==> config.mk <==
export PLATFORM = sky130hd
export DESIGN_NAME = instr_fetch_unit
export DESIGN_NICKNAME = d
export VERILOG_FILES = /design/src/rtl/ifu_pkg.sv /design/src/rtl/ifu_fifo.sv /design/src/rtl/instr_fetch_unit.sv
export SDC_FILE = /design/constraint.sdc
export NUM_CORES = 1
export LEC_CHECK = 0
export BUFFER_PORTS_ARGS = -buffer_cell sky130_fd_sc_hd__buf_2
export CAP_MARGIN = 15
export CELL_PAD_IN_SITES_DETAIL_PLACEMENT = 0
export CELL_PAD_IN_SITES_GLOBAL_PLACEMENT = 1
export CORE_MARGIN = 3
export CORE_UTILIZATION = 39
export DETAILED_ROUTE_END_ITERATION = 12
export PLACE_DENSITY = 0.8
export SETUP_SLACK_MARGIN = 0.1
export SLEW_MARGIN = 20
export SYNTH_ARGS = -nofsm -noshare
export SYNTH_HDL_FRONTEND = slang
export SYNTH_SLANG_ARGS = --single-unit
==> constraint.sdc <==
create_clock -name clk -period 3.8 [get_ports clk]
set_clock_uncertainty 0.1 [all_clocks]
set_input_delay 0.38 -clock clk [delete_from_list [all_inputs] [get_ports clk]]
set_output_delay 0.38 -clock clk [all_outputs]
set_load 0.01 [all_outputs]
==> src/rtl/ifu_pkg.sv <==
// ifu_pkg: fetch-stage entry type, NOP encoding and RV32 opcodes shared with the main decoder
package ifu_pkg;
    localparam logic [31:0] NOP_INSTR = 32'h0000_0013;
    localparam logic [6:0] OP_ARITH  = 7'b0110011;
    localparam logic [6:0] OP_IMM    = 7'b0010011;
    localparam logic [6:0] OP_LOAD   = 7'b0000011;
    localparam logic [6:0] OP_STORE  = 7'b0100011;
    localparam logic [6:0] OP_BRANCH = 7'b1100011;
    localparam logic [6:0] OP_JAL    = 7'b1101111;
    localparam logic [6:0] OP_JALR   = 7'b1100111;
    localparam logic [6:0] OP_LUI    = 7'b0110111;
    localparam logic [6:0] OP_AUIPC  = 7'b0010111;
    typedef struct packed {
        logic [31:0] pc;
        logic [31:0] instr;
    } fetch_entry_t;
endpackage

==> src/rtl/ifu_fifo.sv <==
// ifu_fifo: synchronous FIFO of fetch entries with flush; head is presented combinationally
module ifu_fifo
    import ifu_pkg::*;
#(
    parameter int DEPTH = 2,
    localparam int CW = $clog2(DEPTH + 1)
) (
    input  logic         clk,
    input  logic         rst_n,
    input  logic         push_i,
    input  logic         pop_i,
    input  logic         flush_i,
    input  fetch_entry_t data_i,
    output fetch_entry_t data_o,
    output logic [CW-1:0] count_o,
    output logic         full_o,
    output logic         empty_o
);
    localparam int PW = DEPTH > 1 ? $clog2(DEPTH) : 1;

    fetch_entry_t mem_q [DEPTH];
    logic [PW-1:0] rd_q, wr_q;
    logic [CW-1:0] cnt_q;
    logic do_push, do_pop;

    function automatic logic [PW-1:0] nxt(input logic [PW-1:0] p);
        return (p == PW'(DEPTH - 1)) ? '0 : p + 1'b1;
    endfunction

    assign full_o  = cnt_q == CW'(DEPTH);
    assign empty_o = cnt_q == '0;
    assign count_o = cnt_q;
    assign data_o  = mem_q[rd_q];
    assign do_pop  = pop_i && !empty_o && !flush_i;
    assign do_push = push_i && !flush_i && (!full_o || pop_i);

    // pointers and occupancy; flush empties the buffer and wins over push/pop
    always_ff @(posedge clk) begin
        if (!rst_n || flush_i) begin
            rd_q  <= '0;
            wr_q  <= '0;
            cnt_q <= '0;
        end else begin
            rd_q  <= do_pop ? nxt(rd_q) : rd_q;
            wr_q  <= do_push ? nxt(wr_q) : wr_q;
            cnt_q <= cnt_q + CW'(do_push) - CW'(do_pop);
        end
    end

    // entry storage; contents are only observed through a non-zero count so no reset
    always_ff @(posedge clk) begin
        if (do_push) mem_q[wr_q] <= data_i;
    end
endmodule

==> src/rtl/instr_fetch_unit.sv <==
// instr_fetch_unit: imem fetch with in-flight cap, response buffer and redirect flush (IFU_PERF_CNT_EN adds counters)
module instr_fetch_unit
    import ifu_pkg::*;
#(
    parameter logic [31:0] RESET_PC   = 32'h0000_0000,
    parameter int          FIFO_DEPTH = 2
) (
    input  logic        clk,
    input  logic        rst_n,
    input  logic        redirect_i,
    input  logic [31:0] redirect_pc_i,
    output logic        imem_req_o,
    output logic [31:0] imem_addr_o,
    input  logic        imem_gnt_i,
    input  logic        imem_rvalid_i,
    input  logic [31:0] imem_rdata_i,
    output logic        instr_valid_o,
    input  logic        instr_ready_i,
    output logic [31:0] instr_o,
    output logic [31:0] instr_pc_o,
    output logic [6:0]  opcode_o,
    output logic [2:0]  funct3_o
`ifdef IFU_PERF_CNT_EN
    ,
    output logic [31:0] fetch_cnt_o,
    output logic [31:0] discard_cnt_o
`endif
);
    localparam int CW = $clog2(FIFO_DEPTH + 1);

    logic [31:0] fetch_pc_q, fetch_pc_d, resp_pc_q, resp_pc_d, target;
    logic [CW-1:0] outstanding_q, outstanding_d, discard_q, discard_d, fifo_count;
    logic fifo_empty, fifo_full, grant, rvalid, push, pop;
    fetch_entry_t head;

    assign target        = redirect_pc_i & ~32'h3;
    assign imem_req_o    = rst_n && !redirect_i &&
                           (({1'b0, outstanding_q} + {1'b0, fifo_count}) < (CW + 1)'(FIFO_DEPTH));
    assign imem_addr_o   = fetch_pc_q;
    assign grant         = imem_req_o && imem_gnt_i;
    assign rvalid        = imem_rvalid_i && (outstanding_q != '0);
    assign push          = rvalid && (discard_q == '0) && !redirect_i;
    assign instr_valid_o = !fifo_empty && !redirect_i;
    assign pop           = instr_valid_o && instr_ready_i;
    assign instr_o       = fifo_empty ? NOP_INSTR : head.instr;
    assign instr_pc_o    = fifo_empty ? 32'h0 : head.pc;
    assign opcode_o      = instr_o[6:0];
    assign funct3_o      = instr_o[14:12];

    ifu_fifo #(.DEPTH(FIFO_DEPTH)) u_fifo (
        .clk     (clk),
        .rst_n   (rst_n),
        .push_i  (push),
        .pop_i   (pop),
        .flush_i (redirect_i),
        .data_i  ('{pc: resp_pc_q, instr: imem_rdata_i}),
        .data_o  (head),
        .count_o (fifo_count),
        .full_o  (fifo_full),
        .empty_o (fifo_empty)
    );

    // next fetch/response PCs and in-flight bookkeeping; a redirect marks every surviving request stale
    always_comb begin
        outstanding_d = outstanding_q + CW'(grant) - CW'(rvalid);
        fetch_pc_d    = redirect_i ? target : fetch_pc_q + (grant ? 32'd4 : 32'd0);
        resp_pc_d     = redirect_i ? target : resp_pc_q + (push ? 32'd4 : 32'd0);
        discard_d     = redirect_i ? outstanding_d : discard_q - CW'(rvalid && discard_q != '0);
    end

    // fetch state registers
    always_ff @(posedge clk) begin
        if (!rst_n) begin
            fetch_pc_q    <= RESET_PC;
            resp_pc_q     <= RESET_PC;
            outstanding_q <= '0;
            discard_q     <= '0;
        end else begin
            fetch_pc_q    <= fetch_pc_d;
            resp_pc_q     <= resp_pc_d;
            outstanding_q <= outstanding_d;
            discard_q     <= discard_d;
        end
    end

    a_no_orphan_rvalid: assert property (@(posedge clk) disable iff (!rst_n)
        !(imem_rvalid_i && outstanding_q == '0));
    a_no_overflow: assert property (@(posedge clk) disable iff (!rst_n)
        !(push && fifo_full && !pop));

`ifdef IFU_PERF_CNT_EN
    logic [31:0] fetch_cnt_q, discard_cnt_q;
    logic drop;

    assign drop          = rvalid && (discard_q != '0 || redirect_i);
    assign fetch_cnt_o   = fetch_cnt_q;
    assign discard_cnt_o = discard_cnt_q;

    // saturating counts of instructions handed to decode and responses thrown away
    always_ff @(posedge clk) begin
        if (!rst_n) begin
            fetch_cnt_q   <= '0;
            discard_cnt_q <= '0;
        end else begin
            fetch_cnt_q   <= fetch_cnt_q + 32'(pop && fetch_cnt_q != '1);
            discard_cnt_q <= discard_cnt_q + 32'(drop && discard_cnt_q != '1);
        end
    end
`endif
endmodule

== After elaboration in Yosys (flattened, before gate mapping) ==
Memory sizes are Yosys's and may differ from the RTL's. A register that Yosys moved wholly into a read port is not among the register bits.
Index checks and enable logic that the tools add are counted.
Storage, ports and cells
  output and inout port bits: 108
  bits of input ports: 70
  memories kept: 1
  logic and storage cells: 60
  flip-flop bits (word level): 72
  RAM bits: 128
Memory list
  u_fifo.mem_q: words 2, bits a word 64, read ports 1, clocked after Yosys merged registers in 1, write ports 1, line ifu_fifo.sv:21  | fetch_entry_t mem_q [DEPTH];
Cells by class
  bitwise operators: 1
  multiplexer cells: 13
  reduce and logical (&&, ||, !) cells: 24
  equal/unequal tests: 1
  $add $sub $neg: 10
  order comparisons: 1
Operator list (number)
  $mux 32: 4
  $add 32x3->32: 2
  $logic_and 1x1->1: 13
  $mux 1: 6
  $mux 3: 2
  $sub 2x1->2: 3
  $add 2x1->2: 2
  $logic_not 1->1: 4
  $logic_not 2->1: 2
  $reduce_bool 2->1: 2
  $add 2x2->3: 1
  $lt 3x2->1 const B: 1
  $add 1x1->1 const B: 2
  $eq 2x2->1 const B: 1
  $logic_or 1x1->1: 2
  $mux 2: 1
  $reduce_or 2->1: 1
  $not 1->1: 1

== Depth between registers and ports, before layout ==
  depth after elaboration: 8
  gate-level depth with buffers: 12
  gate-level depth less buffers: 11

== By module ==
Synthesis repeated with hierarchy kept, for this count alone.
Second synthesis, totals
  cells, all modules: 711
  area, all modules: 8750.9 um^2
Modules (own cells, without submodules)
  ifu_fifo: sequential area each 3943.8 um^2, instances 1, cells each 230, area an instance 4902.2 um^2
  instr_fetch_unit: sequential area each 1281.2 um^2, instances 1, cells each 481, area an instance 3848.7 um^2

== Least setup slack after synthesis ==
Ideal clock, no wire load.
  kind: register -> register
  from: register outstanding_q[1]
  to: memory u_fifo.mem_q[0][0] (netlist bit), enable pin
  buffers on the path: 0
  data arrival time: 3.584 ns
  path slack: -0.374 ns
  library setup time: 0.490 ns
  required time: 3.210 ns
  stages on the path, launching flop included: 4
  clock period less this slack: 4.174 ns
  cells stage by stage: dfxtp_1 o21a_1 o2111a_1 nor2b_1
On the way
  word-level cells in the longest chain between the ends: 8
Ends and longest elaborated chain
  from (decl): line instr_fetch_unit.sv:32  | logic [CW-1:0] outstanding_q, outstanding_d, discard_q, discard_d, fifo_count;
  from (signal assigned): line instr_fetch_unit.sv:81  | outstanding_q <= outstanding_d;
  $reduce_bool 2->1: line instr_fetch_unit.sv:41  | assign rvalid = imem_rvalid_i && (outstanding_q != '0);
  $logic_and 1x1->1: line instr_fetch_unit.sv:41
  $logic_and 1x1->1 (2 in series): line instr_fetch_unit.sv:42  | assign push = rvalid && (discard_q == '0) && !redirect_i;
  $logic_and 1x1->1 (2 in series): line ifu_fifo.sv:35  | assign do_push = push_i && !flush_i && (!full_o || pop_i);
  via u_fifo.do_push: line ifu_fifo.sv:24  | logic do_push, do_pop;
  $mux 1: line ifu_fifo.sv:52  | if (do_push) mem_q[wr_q] <= data_i;
  $mux 1 (not written as such): line ifu_fifo.sv:52
  to (decl): line ifu_fifo.sv:21
The timed path passes the listed nets, and every way through them passes these cells.

== Worst setup path after layout ==
  from: register u_fifo.cnt_q[0] (netlist: u_fifo.count_o[0])
  to: register fetch_pc_q[23] (netlist: imem_addr_o[23])
On the way
  word-level cells in the longest chain between the ends: 7
Ends and longest elaborated chain
  from (decl): line ifu_fifo.sv:23  | logic [CW-1:0] cnt_q;
  from (signal assigned): line ifu_fifo.sv:46  | cnt_q <= cnt_q + CW'(do_push) - CW'(do_pop);
  $add 2x2->3: line instr_fetch_unit.sv:38  | (({1'b0, outstanding_q} + {1'b0, fifo_count}) < (CW + 1)'(FIFO_DEPTH));
  $lt 3x2->1: line instr_fetch_unit.sv:38
  $logic_and 1x1->1: line instr_fetch_unit.sv:37  | assign imem_req_o = rst_n && !redirect_i &&
  $logic_and 1x1->1: line instr_fetch_unit.sv:40  | assign grant = imem_req_o && imem_gnt_i;
  $mux 3: line instr_fetch_unit.sv:66  | fetch_pc_d = redirect_i ? target : fetch_pc_q + (grant ? 32'd4 : 32'd0);
  $add 32x3->32: line instr_fetch_unit.sv:66
  $mux 32: line instr_fetch_unit.sv:66
  to (signal assigned): line instr_fetch_unit.sv:79  | fetch_pc_q <= fetch_pc_d;
  to (decl): line instr_fetch_unit.sv:31  | logic [31:0] fetch_pc_q, fetch_pc_d, resp_pc_q, resp_pc_d, target;
No other way between the ends.
A chain may end at the register's enable or synchronous reset.

==> metrics.csv <==
stage,metric,value,unit
logic_synthesis,Mapped Cells,703,
logic_synthesis,Area contributors post-synth,"edfxtp_1 45%, dfxtp_1 17%, mux2i_1 7.5%, nor2_1 3.1%, o21ai_0 2.5%",
worst_setup_path,Critical-path top delay cell,or4_1,
floorplan,Ports,178,
global_route,gr usage total,16.0,%
logic_synthesis,"Top FF cell, synth",edfxtp_1,
final_layout,multi-input logic area,0.00300,mm^2
clock_tree,total CTS buffers,17,
timing,Rel. slew slack,43.7,%
logic_synthesis,Yosys warnings,0,
place,detailed-placement wirelength estimate,13100,um
clock_tree,clk root buf,clkbuf_16,
final_layout,"most common cell after layout, fill and taps aside",buf_2,
power,Final Power,4760,uW
final_layout,register area,0.00511,mm^2
final_layout,ANT cells,0,
final_layout,share of cells above drive strength 1,26.2,%
place,Place WS,0.312,ns
place,placer congestion estimate,0.820,
clock_tree,TritonCTS clock tree,built,
final_layout,post-route cell area,0.0100,mm^2
place,Area after DPL,0.00941,mm^2
worst_setup_path,Worst EP arrival,3.67,ns
route,Detailed Route WL,18800,um
timing,final worst-path cycle share,89.8,%
global_route,total gr overflow,0,
timing,final hold violation count,0,
worst_setup_path,Worst R2R Setup Slack,0.39,ns
worst_setup_path,"Data required, critical path",4.05,ns
run,total of max-cap violations,0,
floorplan,FP Rows,52,
logic_synthesis,Synth area leader,edfxtp_1,
floorplan,Horiz. Die Dim,152,um
timing,setup TNS,0,ns
route,Remaining DRCs,0,
global_route,initial antenna violation count,0,
place,I/O Buffers,171,
worst_setup_path,CP Capture Type,flop,
logic_synthesis,synthesized flop and latch total,193,
logic_synthesis,Yosys cell types,51,
clock_tree,CTS Sinks,193,
timing,Max Slew Vio Count,0,
clock_tree,htree depth,4,
route,Routed Antenna Nets,0,
timing,Final setup viols,0,
final_layout,area grow syn2layout,20.0,%
power,Power Density,475,mW/mm^2
timing,RSZ-0062 raised after global routing,no,
worst_setup_path,CP startpoint kind,flop,
logic_synthesis,mapped cell area,0.00836,mm^2
timing,Least-Margin Pin Slew,0.844,ns
route,WL per Instance,16.5,um
clock_tree,CTS Buffer Depth,2,
global_route,largest net degree at the start of global routing,80,
logic_synthesis,syn_area_per_cell,11.9,um^2
clock_tree,clock slew at reported path FFs,0.07,ns
route,initial DRC count,388,
global_route,number of global-route vias before repair,5625,
timing,fin worst setup slack,0.388,ns
clock_tree,"Clk Latency, worst-skew pair",0.43,ns
worst_setup_path,most used cell along the critical path,and2_1,
final_layout,most frequent cells in the layout,"171 x buf_2, 124 x edfxtp_1, 68 x nor2_1, 68 x dfxtp_1, 63 x mux2i_1",
route,vias,5968,
run_status,outcome,"finished, final reports clean",
worst_setup_path,Critical Path Fanout Max,8,
global_route,first-pass GRT wire length,30100,um
final_layout,fill count,1878,
worst_setup_path,CP cell instances,"and2_1, fa_1, nor3_2, and2_1, ha_1, and4_1, nand4_1, or4_1, a31oi_1",
power,Leak,0.00365,uW
logic_synthesis,proportion of netlist area held by the largest area contributor,44.6,%
floorplan,Starting Density,40.5,%
floorplan,die height,152,um
power,worst vdd ir,0.000292,V
logic_synthesis,sequential area share after synthesis,61.1,%
floorplan,Die ar.,0.0232,mm^2
route,Avg Vias per Cell,5.24,
worst_hold_path,Hold/Removal Path Class,in -> reg,
timing,FMAX,0.293,GHz
route,1st-pass router iterations,4,
logic_synthesis,"EDFF count, synth",124,
timing,Final Critical Period,3.41,ns
worst_setup_path,Crit Path Category,reg -> reg,
final_layout,Final Net Count,935,
logic_synthesis,asr flop ratio synth,0,%
worst_setup_path,"Largest stage delay, worst path",0.55,ns
floorplan,core area,0.0206,mm^2
==> per-stage QoR <==
| step | cells | hold WS [ns] | util, % |
|---|---|---|---|
| after global routing | 1138 | 0.0124 | 48.6 |
| after CTS | 1138 | 0.0189 | 48.6 |
| after detailed placement | 1106 | 0.368 | 45.6 |
| after floorplan | 706 | 0.332 | - |
| after global placement | 1106 | 0.359 | 45.6 |
| final | 1138 | 0.0393 | 48.6 |
==> kinds of logic (layout without fill, tap and decap cells) <==
group                      Yosys count  after routing  synth area share, %
AOI/OAI and AO/OA                  130            130                 9.51
xor gates and xnor gates            26             26                 2.73
adders and majority gates           10             10                 1.59
buffers and inverters               62            224                 3.44
DFF                                193            193                 61.1
muxes                               63             63                 7.55
other                                1              4               0.0449
and+or+nand+nor                    218            218                 14.0
==> cell usage after synthesis, types with 5 or more instances <==
library cell	count
xnor2_1	14
or4_1	18
nor2b_1	7
nor4_1	5
o21ai_0	42
dfxtp_1	69
a211oi_1	5
edfxtp_1	124
inv_1	11
mux2i_1	63
and4_1	8
xor2_1	12
buf_1	5
a21oi_1	23
or3_1	9
o31ai_1	17
nand3_1	11
a31oi_1	29
clkbuf_1	30
nand2_1	28
nor3_1	8
and2_1	9
nor2_1	69
nand4_1	20
buf_4	14
ha_1	9
and3_1	12
==> registers in the layout (all words and copies together) (netlist names), named ones only <==
name,count
imem_addr_o,30
discard_q,2
outstanding_q,2
u_fifo.wr_q,1
resp_pc_q,30
u_fifo.rd_q,1
u_fifo.count_o,2
u_fifo.mem_q,124
==> routing by layer <==
metal | global-route usage (%) | vias up | share of wire [%]
li1 | - | 2934 | -
met1 | 23.3 | 2815 | 49
met2 | 24.2 | 196 | 45
met3 | 3.04 | 23 | 5.4
met4 | 5.27 | 0 | 1.3
met5 | 0 | - | 0
==> area by class of cell <==
| type | instances | share of cell area, % |
|---|---|---|
| clock buffers | 18 | 4.28 |
| flip-flops and latches | 193 | 51.0 |
| inverters | 11 | 0.412 |
| clock inverters | 14 | 1.81 |
| multi-input cells | 451 | 29.9 |
| well taps | 270 | 3.37 |
| repair buffers | 181 | 9.29 |
==> repair_timing <==
item	4_1_cts	5_1_grt
gates resized for setup	0	1
setup buffers	0	0
hold endpoints to repair	0	0
hold buffers	0	0
endpoints found under the setup margin	0	5
==> critical path, delay by kind of cell, from the launching register on <==
kind | cells | cell delay, ns
AO/OA/AOI/OAI | 1 | 0.19
flip-flops | 1 | 0.48
AND/OR/NAND/NOR | 6 | 1.85
adder cells (fa/ha/maj) | 2 | 0.73
==> report_power, final <==
group	internal, uW	total (uW)	switching (uW)
Clock	1050	1830	784
Combinational	186	453	267
Sequential	2380	2480	99.9
==> final timing paths <==
path / from / cells past startpoint / to
max: u_fifo.count_o[0]$_SDFF_PP0_ / 9 / imem_addr_o[23]$_SDFF_PN0_
min: imem_rdata_i[29] / 1 / u_fifo.mem_q[0][29]$_DFFE_PP_
max reg2reg: u_fifo.count_o[0]$_SDFF_PP0_ / 9 / imem_addr_o[23]$_SDFF_PN0_
min reg2reg: resp_pc_q[2]$_SDFF_PN0_ / 0 / u_fifo.mem_q[1][34]$_DFFE_PP_
Power figures use the tool's default switching activity.
